`src/rtl/rr_arb_mux.sv`:
```
// rr_arb_mux: N_CH-to-1 valid/ready arbiter mux (round-robin or fixed priority) into one output register.
// Optional RR_ARB_MUX_PKT_LOCK_EN adds in_last/out_last and holds the grant until a packet ends.
module rr_arb_mux #(
  parameter int unsigned DATA_W  = 8,
  parameter int unsigned N_CH    = 4,
  parameter int unsigned CHAN_W  = $clog2(N_CH),
  parameter int unsigned RR_MODE = 1
) (
  input  logic                     clk,
  input  logic                     rst_n,
  input  logic [N_CH-1:0]          in_valid,
  input  logic [N_CH*DATA_W-1:0]   in_data,
`ifdef RR_ARB_MUX_PKT_LOCK_EN
  input  logic [N_CH-1:0]          in_last,
  output logic                     out_last,
`endif
  output logic [N_CH-1:0]          in_ready,
  output logic                     out_valid,
  output logic [DATA_W-1:0]        out_data,
  output logic [CHAN_W-1:0]        out_chan,
  input  logic                     out_ready
);

  logic [CHAN_W-1:0] ptr_q, ptr_d;
  logic [CHAN_W-1:0] out_chan_q, out_chan_d;
  logic [DATA_W-1:0] out_data_q, out_data_d;
  logic              out_valid_q, out_valid_d;
  logic [CHAN_W-1:0] gnt_idx;
  logic              gnt_found;
  logic [DATA_W-1:0] gnt_data;
  logic              load;
  logic              xfer;
  logic              pkt_end;
  int unsigned       scan;
`ifdef RR_ARB_MUX_PKT_LOCK_EN
  logic              lock_q, lock_d;
  logic              out_last_q, out_last_d;
`endif

  // Arbiter: first requester at/after the pointer (RR) or lowest index (fixed).
  always_comb begin : arb
    gnt_found = 1'b0;
    gnt_idx   = '0;
    scan      = 0;
    for (int k = 0; k < int'(N_CH); k++) begin
      scan = (RR_MODE != 0) ? 32'(ptr_q) + 32'(k) : 32'(k);
      if (scan >= N_CH) scan = scan - N_CH;
      if (!gnt_found && in_valid[CHAN_W'(scan)]) begin
        gnt_found = 1'b1;
        gnt_idx   = CHAN_W'(scan);
      end
    end
`ifdef RR_ARB_MUX_PKT_LOCK_EN
    // Mid-packet the owner keeps the grant even while it idles.
    if (lock_q) begin
      gnt_idx   = out_chan_q;
      gnt_found = in_valid[out_chan_q];
    end
`endif
  end

  always_comb begin : data_sel
    gnt_data = '0;
    for (int k = 0; k < int'(N_CH); k++) begin
      if (CHAN_W'(k) == gnt_idx) gnt_data = in_data[k*DATA_W +: DATA_W];
    end
  end

  always_comb begin : handshake
    load     = ~out_valid_q | out_ready;
    xfer     = gnt_found & load & rst_n;
    in_ready = '0;
    if (xfer) in_ready[gnt_idx] = 1'b1;
  end

  always_comb begin : next_state
    pkt_end     = 1'b1;
`ifdef RR_ARB_MUX_PKT_LOCK_EN
    pkt_end     = in_last[gnt_idx];
    lock_d      = lock_q;
    out_last_d  = out_last_q;
`endif
    out_valid_d = out_valid_q & ~out_ready;
    out_data_d  = out_data_q;
    out_chan_d  = out_chan_q;
    ptr_d       = ptr_q;
    if (xfer) begin
      out_valid_d = 1'b1;
      out_data_d  = gnt_data;
      out_chan_d  = gnt_idx;
      if (pkt_end) ptr_d = (gnt_idx == CHAN_W'(N_CH-1)) ? '0 : gnt_idx + CHAN_W'(1);
`ifdef RR_ARB_MUX_PKT_LOCK_EN
      lock_d     = ~pkt_end;
      out_last_d = pkt_end;
`endif
    end
  end

  always_ff @(posedge clk or negedge rst_n) begin
    if (!rst_n) begin
      ptr_q       <= '0;
      out_valid_q <= 1'b0;
      out_data_q  <= '0;
      out_chan_q  <= '0;
`ifdef RR_ARB_MUX_PKT_LOCK_EN
      lock_q      <= 1'b0;
      out_last_q  <= 1'b0;
`endif
    end else begin
      ptr_q       <= ptr_d;
      out_valid_q <= out_valid_d;
      out_data_q  <= out_data_d;
      out_chan_q  <= out_chan_d;
`ifdef RR_ARB_MUX_PKT_LOCK_EN
      lock_q      <= lock_d;
      out_last_q  <= out_last_d;
`endif
    end
  end

  assign out_valid = out_valid_q;
  assign out_data  = out_data_q;
  assign out_chan  = out_chan_q;
`ifdef RR_ARB_MUX_PKT_LOCK_EN
  assign out_last  = out_last_q;
`endif

endmodule

```
`config.mk`:
```
export PLATFORM = sky130hd
export DESIGN_NAME = rr_arb_mux
export DESIGN_NICKNAME = d
export VERILOG_FILES = /design/src/rtl/rr_arb_mux.sv
export SDC_FILE = /design/constraint.sdc
export NUM_CORES = 1
export LEC_CHECK = 0
export CAP_MARGIN = 10
export CORE_MARGIN = 10
export CORE_UTILIZATION = 42
export DETAILED_ROUTE_END_ITERATION = 10
export GPL_TIMING_DRIVEN = 1
export PLACE_DENSITY = 0.95
export SLEW_MARGIN = 20
export SYNTH_ARGS = -nofsm -noshare
export SYNTH_HDL_FRONTEND = slang
export SYNTH_SLANG_ARGS = --single-unit
```
`constraint.sdc`:
```
create_clock -name clk -period 4.1 [get_ports clk]
set_input_delay 0.615 -clock clk [delete_from_list [all_inputs] [get_ports clk]]
set_output_delay 0.615 -clock clk [all_outputs]
set_load 0.005 [all_outputs]
```
Yosys cells after proc, flatten, opt, wreduce, memory -nomap -nowiden

Index checks and enable logic that the tools add are counted.

Register bits after elaboration: 13
Input port bits: 39
Output and inout bits: 15
Word-level logic and storage cells: 69

$add $sub $neg: 8
$lt $le $gt $ge: 10
Equality and inequality tests: 4
Muxes and demuxes: 29
Bitwise logic cells: 6
Reduce and logical (&&, ||, !) cells: 8

Operators with widths:

| operator            | count |
|---|---|
| $mux 8              | 4 |
| $mux 2              | 9 |
| $lt 2x3->1 const B  | 5 |
| $mux 1              | 10 |
| $ge 3x3->1 const B  | 3 |
| $bmux 1 s2          | 4 |
| $sub 2x1->2 const B | 4 |
| $add 2x2->3 const B | 2 |
| $eq 2x2->1 const A  | 2 |
| $logic_and 1x1->1   | 4 |
| $mux 4              | 1 |
| $add 2x1->3 const B | 1 |
| $and 1x1->1         | 3 |
| $ge 2x3->1 const B  | 1 |
| $logic_not 1->1     | 3 |
| $add 2x1->2 const B | 1 |
| $demux 1 s2         | 1 |
| $eq 1x2->1 const A  | 1 |
| $eq 2x2->1 const B  | 1 |
| $ge 2x1->1 const B  | 1 |
| $logic_not 2->1     | 1 |
| $not 1->1           | 2 |
| $or 1x1->1          | 1 |

Logic depth before layout (Yosys ltp)

Depth in word-level cells: 19
Mapped depth: 9
Depth with buffers taken out: 7

Worst setup path after synthesis

No wires, ideal clock.

Path type: input to output
Start point: input in_valid[1]
End point: output in_ready[3]
Arrival: 1.986 ns
Data required time: 3.485 ns
Path slack: 1.499 ns
Stages on the path: 7
Cell sequence: nand2b_1 > and3_1 > nor3_1 > ha_1 > clkbuf_1 > clkbuf_1 > and3_1

Cells in the longest elaborated chain, start to end: 17

Ends and longest elaborated chain:

| element                                                               | line | source |
|---|---|---|
| start, declared                                                       | 11   | `input logic [N_CH-1:0] in_valid,` |
| $bmux 1 s2                                                            | 48   | `if (!gnt_found && in_valid[CHAN_W'(scan)]) begin` |
| $mux 1 (not written as such)                                          | 48   |  |
| $mux 1                                                                | 48   |  |
| $logic_not 1->1                                                       | 48   |  |
| $logic_and 1x1->1                                                     | 48   |  |
| $mux 1                                                                | 48   |  |
| $logic_not 1->1                                                       | 48   |  |
| $logic_and 1x1->1                                                     | 48   |  |
| [2 not listed]                                                        | -    |  |
| $logic_and 1x1->1                                                     | 48   |  |
| $mux 2 (*)                                                            | 48   |  |
| net gnt_idx[0]                                                        | 28   | `logic [CHAN_W-1:0] gnt_idx;` |
| $lt 2x3->1 (not written as such) / $ge 2x1->1 (equally long branches) | 73   | `if (xfer) in_ready[gnt_idx] = 1'b1;` |
| $logic_and 1x1->1 (not written as such)                               | 73   |  |
| $mux 1 (not written as such)                                          | 73   |  |
| $demux 1 s2 (*)                                                       | 73   |  |
| $mux 4 (*)                                                            | 73   |  |
| end, declared                                                         | 17   | `output logic [N_CH-1:0] in_ready,` |

The timed path passes the listed nets; every way through them passes the cells marked *. The select of a mux whose other input is x is not followed.

Worst setup path after layout

Start point: input in_valid[1]
End point: output in_ready[2]

Cells in the longest elaborated chain, start to end: 17

Ends and longest elaborated chain:

| element                                                               | line |
|---|---|
| $bmux 1 s2                                                            | 48 |
| $mux 1 (not written as such)                                          | 48 |
| $mux 1                                                                | 48 |
| $logic_not 1->1                                                       | 48 |
| $logic_and 1x1->1                                                     | 48 |
| $mux 1                                                                | 48 |
| $logic_not 1->1                                                       | 48 |
| $logic_and 1x1->1                                                     | 48 |
| $mux 1                                                                | 48 |
| $logic_not 1->1                                                       | 48 |
| $logic_and 1x1->1                                                     | 48 |
| $mux 2                                                                | 48 |
| $lt 2x3->1 (not written as such) / $ge 2x1->1 (equally long branches) | 73 |
| $logic_and 1x1->1 (not written as such)                               | 73 |
| $mux 1 (not written as such)                                          | 73 |
| $demux 1 s2                                                           | 73 |
| $mux 4 (*)                                                            | 73 |

Every way passes the cells marked *; elsewhere a longest branch is shown, timed or not. The select of a mux whose other input is x is not followed.

==> impl_metrics.ini <==
[synth]
synth_compound_area_share_pct = 31.5
synth_top_area_share_pct = 32.5
syn_nets = 161
synth_fa_ha_area_share_pct = 5.01
synth_xor_area_share_pct = 0
yosysSeqAreaShare_pct = 32.5
syn_avg_cell_area_sq_um = 8.47
ys_ff_latch = 13
yosysUniqueCellTypes = 33
syn_inst = 118
synth_top_family_by_area = compound AO/OA/AOI/OAI gates
yosys_warnings = 0
muxShareOfSynthArea_pct = 1.13
synth_area_sq_um = 1000
synth_simple_gate_area_share_pct = 20.9
synth_top_cell_by_area = dfrtp_1
synth.area.top_cells = dfrtp_1 (33%), a21oi_1 (8.5%), a221o_1 (8.0%)

[timing]
setup_tns_ps = 0
rsz0062_at_grt = false
fmax_mhz = 276
fin_skew_ps = 9.39
tightest_slew_ps = 534
maxSlewViolCount = 0
holdWs_ps = 525
setup_viol = 0
max_slew_margin_pct = 64.4
period_minus_slack_ps = 3620
hold_violations = 0
period_share_pct = 88.3

[worst_hold_path]
worstHoldPathType = flip-flop to flip-flop
min_to = out_chan[1]
min_path_cells = 2
hp-start = out_chan[1]

[setup_path]
max_stage_delay_ps = 590
r2r_start = ptr_q[1]
end_kind = primary output
crit_required_ps = 3480
cp-start-kind = input pin
regToRegEndpoint = out_data[4]
worstPathCellList = clkdlybuf4s50_1, nand2b_1, and3_1, or3_1, ha_1, and3_1, clkdlybuf4s50_1
crit_fanout = 17
reg2reg_slack_ps = 1760
slowest_stage = clkdlybuf4s50_1
cp_data_arrival_time_ps = 3010
reg2regPathDepth = 6
crit_type = input pin to primary output

[job]
drv_cap = 0

[final_layout]
nNetsFinal = 213
n_antenna_cell = 0
fin_cells = 197
multiInputGateArea_sq_um = 586
fill_cells = 175
syn_to_final_growth_pct = 56.3
regArea_sq_um = 325
post-route-util_pct = 70.0
layout-drive-gt1-share_pct = 7.10

[grt]
grt_pass1_wl_mm = 5.56
antenna_found_initial = 0
first_global_vias = 1249
grt_use_total_pct = 14.8
grt_max_degree = 18
grt_overflow = 0

[cts]
cts_sinks = 13
cts.path.max_buffers = 2
cts_resized = 0
cts_hold_buffers = 0
cts_max_level = 1
clkSlewWorstSetupHoldPaths_ps = 90
worstSkewPairLatency_ps = 280
clk_root_buffer_cell = clkbuf_4
post_cts_buffers = 0
tritoncts = built
cts-buffers-inserted = 3

[power]
max-vdd-ir-drop_uv = 244
p_per_area_mw_per_mm2 = 466
power.leakage_nw = 0.635

[route]
drt_iter0_drc = 80
vias = 1125
via_per_inst = 5.71
firstDrtPassIters = 4
wire_per_inst_um = 17.1
wirelength_mm = 3.36
final_antenna_net_count = 0
drc = 0

[die]
dieArea_sq_mm = 0.00473
die_h_um = 68.8
io_pins = 54
row_count = 17
start_util_pct = 44.8
core_sq_mm = 0.00223
dieWidth_um = 68.8

[placed_design]
place_congestion = 0.899
hpwl_mm = 2.76
port_buffers = 53
dpl.cell_count = 193

[status]
status = finished clean
-- final cells by class --
| cell class | count | share of cell area, % |
|---|---|---|
| multi-input combinational | 87 | 37.5 |
| clock buffer | 4 | 1.68 |
| tap | 28 | 2.24 |
| timing repair buffer | 57 | 35.9 |
| sequential | 13 | 20.8 |
| inverter | 8 | 1.92 |
-- per-stage QoR --
step	power [mW]	setup WS (ps)	cell area [sq um]
2_1_floorplan	0.450	1500	1000
3_3_place_gp	0.628	555	1540
3_5_place_dp	0.646	472	1540
4_1_cts	0.729	485	1560
5_1_grt	0.785	251	1560
6_report	0.729	479	1560
-- flip-flops by register name (all words and copies together) (netlist names) --
| name | count |
|---|---|
| out_data | 8 |
| out_valid | 1 |
| ptr_q | 2 |
| out_chan | 2 |
-- layout by cell type, fill, tap and decap left out, types with 2 or more instances in the layout --
cell type,Yosys,layout
o21ai_0,2,2
buf_4,1,4
a31oi_1,10,10
dfrtp_1,13,13
a21oi_1,17,17
ha_1,4,4
a221o_1,8,8
nand2_1,13,13
inv_1,8,8
clkdlybuf4s50_1,0,53
clkbuf_4,0,3
and3_1,5,5
nand2b_1,3,3
nand3b_1,8,8
-- cell families (layout without fill, tap and decap cells) --
family / count (synthesis) / after routing
adder cells (fa/ha/maj): 4 / 4
buffers and inverters: 18 / 69
flip-flops: 13 / 13
multiplexers: 1 / 1
AND/OR/NAND/NOR: 37 / 37
AO/OA/AOI/OAI: 45 / 45
-- cell usage after synthesis --
cell and count:
a21oi_1 17, dfrtp_1 13, nand2_1 13, a31oi_1 10, a221o_1 8, inv_1 8, nand3b_1 8, and3_1 5
clkbuf_1 4, ha_1 4, nand2b_1 3, buf_2 2, buf_6 2, o21ai_0 2, a21boi_0 1, a21o_2 1
a21oi_2 1, a31o_1 1, buf_1 1, buf_4 1, mux2_1 1, nand4b_1 1, nor2_1 1, nor2_2 1
nor2b_1 1, nor3_1 1, nor3b_1 1, o221ai_1 1, o31ai_1 1, o41a_1 1, o41ai_2 1, or2_2 1
or3_1 1
-- metal layers --
layer | wire length [um] | GRT usage [%]
met1 | 1250 | 17.2
met2 | 1730 | 25.5
met3 | 321 | 4.99
met4 | 68 | 4.19
met5 | 0 | 0
-- where the power goes --
part | internal, mW | switching (mW) | total [mW]
clock | 0.0377 | 0.0436 | 0.0814
combinational | 0.239 | 0.192 | 0.431
sequential | 0.177 | 0.0396 | 0.217
-- critical path: cells and delay by family --
| kind | cells | cell delay, ps |
|---|---|---|
| buf+inv | 2 | 1030 |
| simple gates | 4 | 950 |
| fa+ha+maj | 1 | 400 |
-- worst max path at each step --
stage,start,to
2_1_floorplan,in_valid[1],in_ready[3]
3_3_place_gp,in_valid[1],in_ready[2]
3_5_place_dp,in_valid[0],in_ready[2]
4_1_cts,in_valid[1],in_ready[2]
5_1_grt,in_valid[3],in_ready[2]
6_report,in_valid[1],in_ready[2]
(Power assumes the default switching activity.)
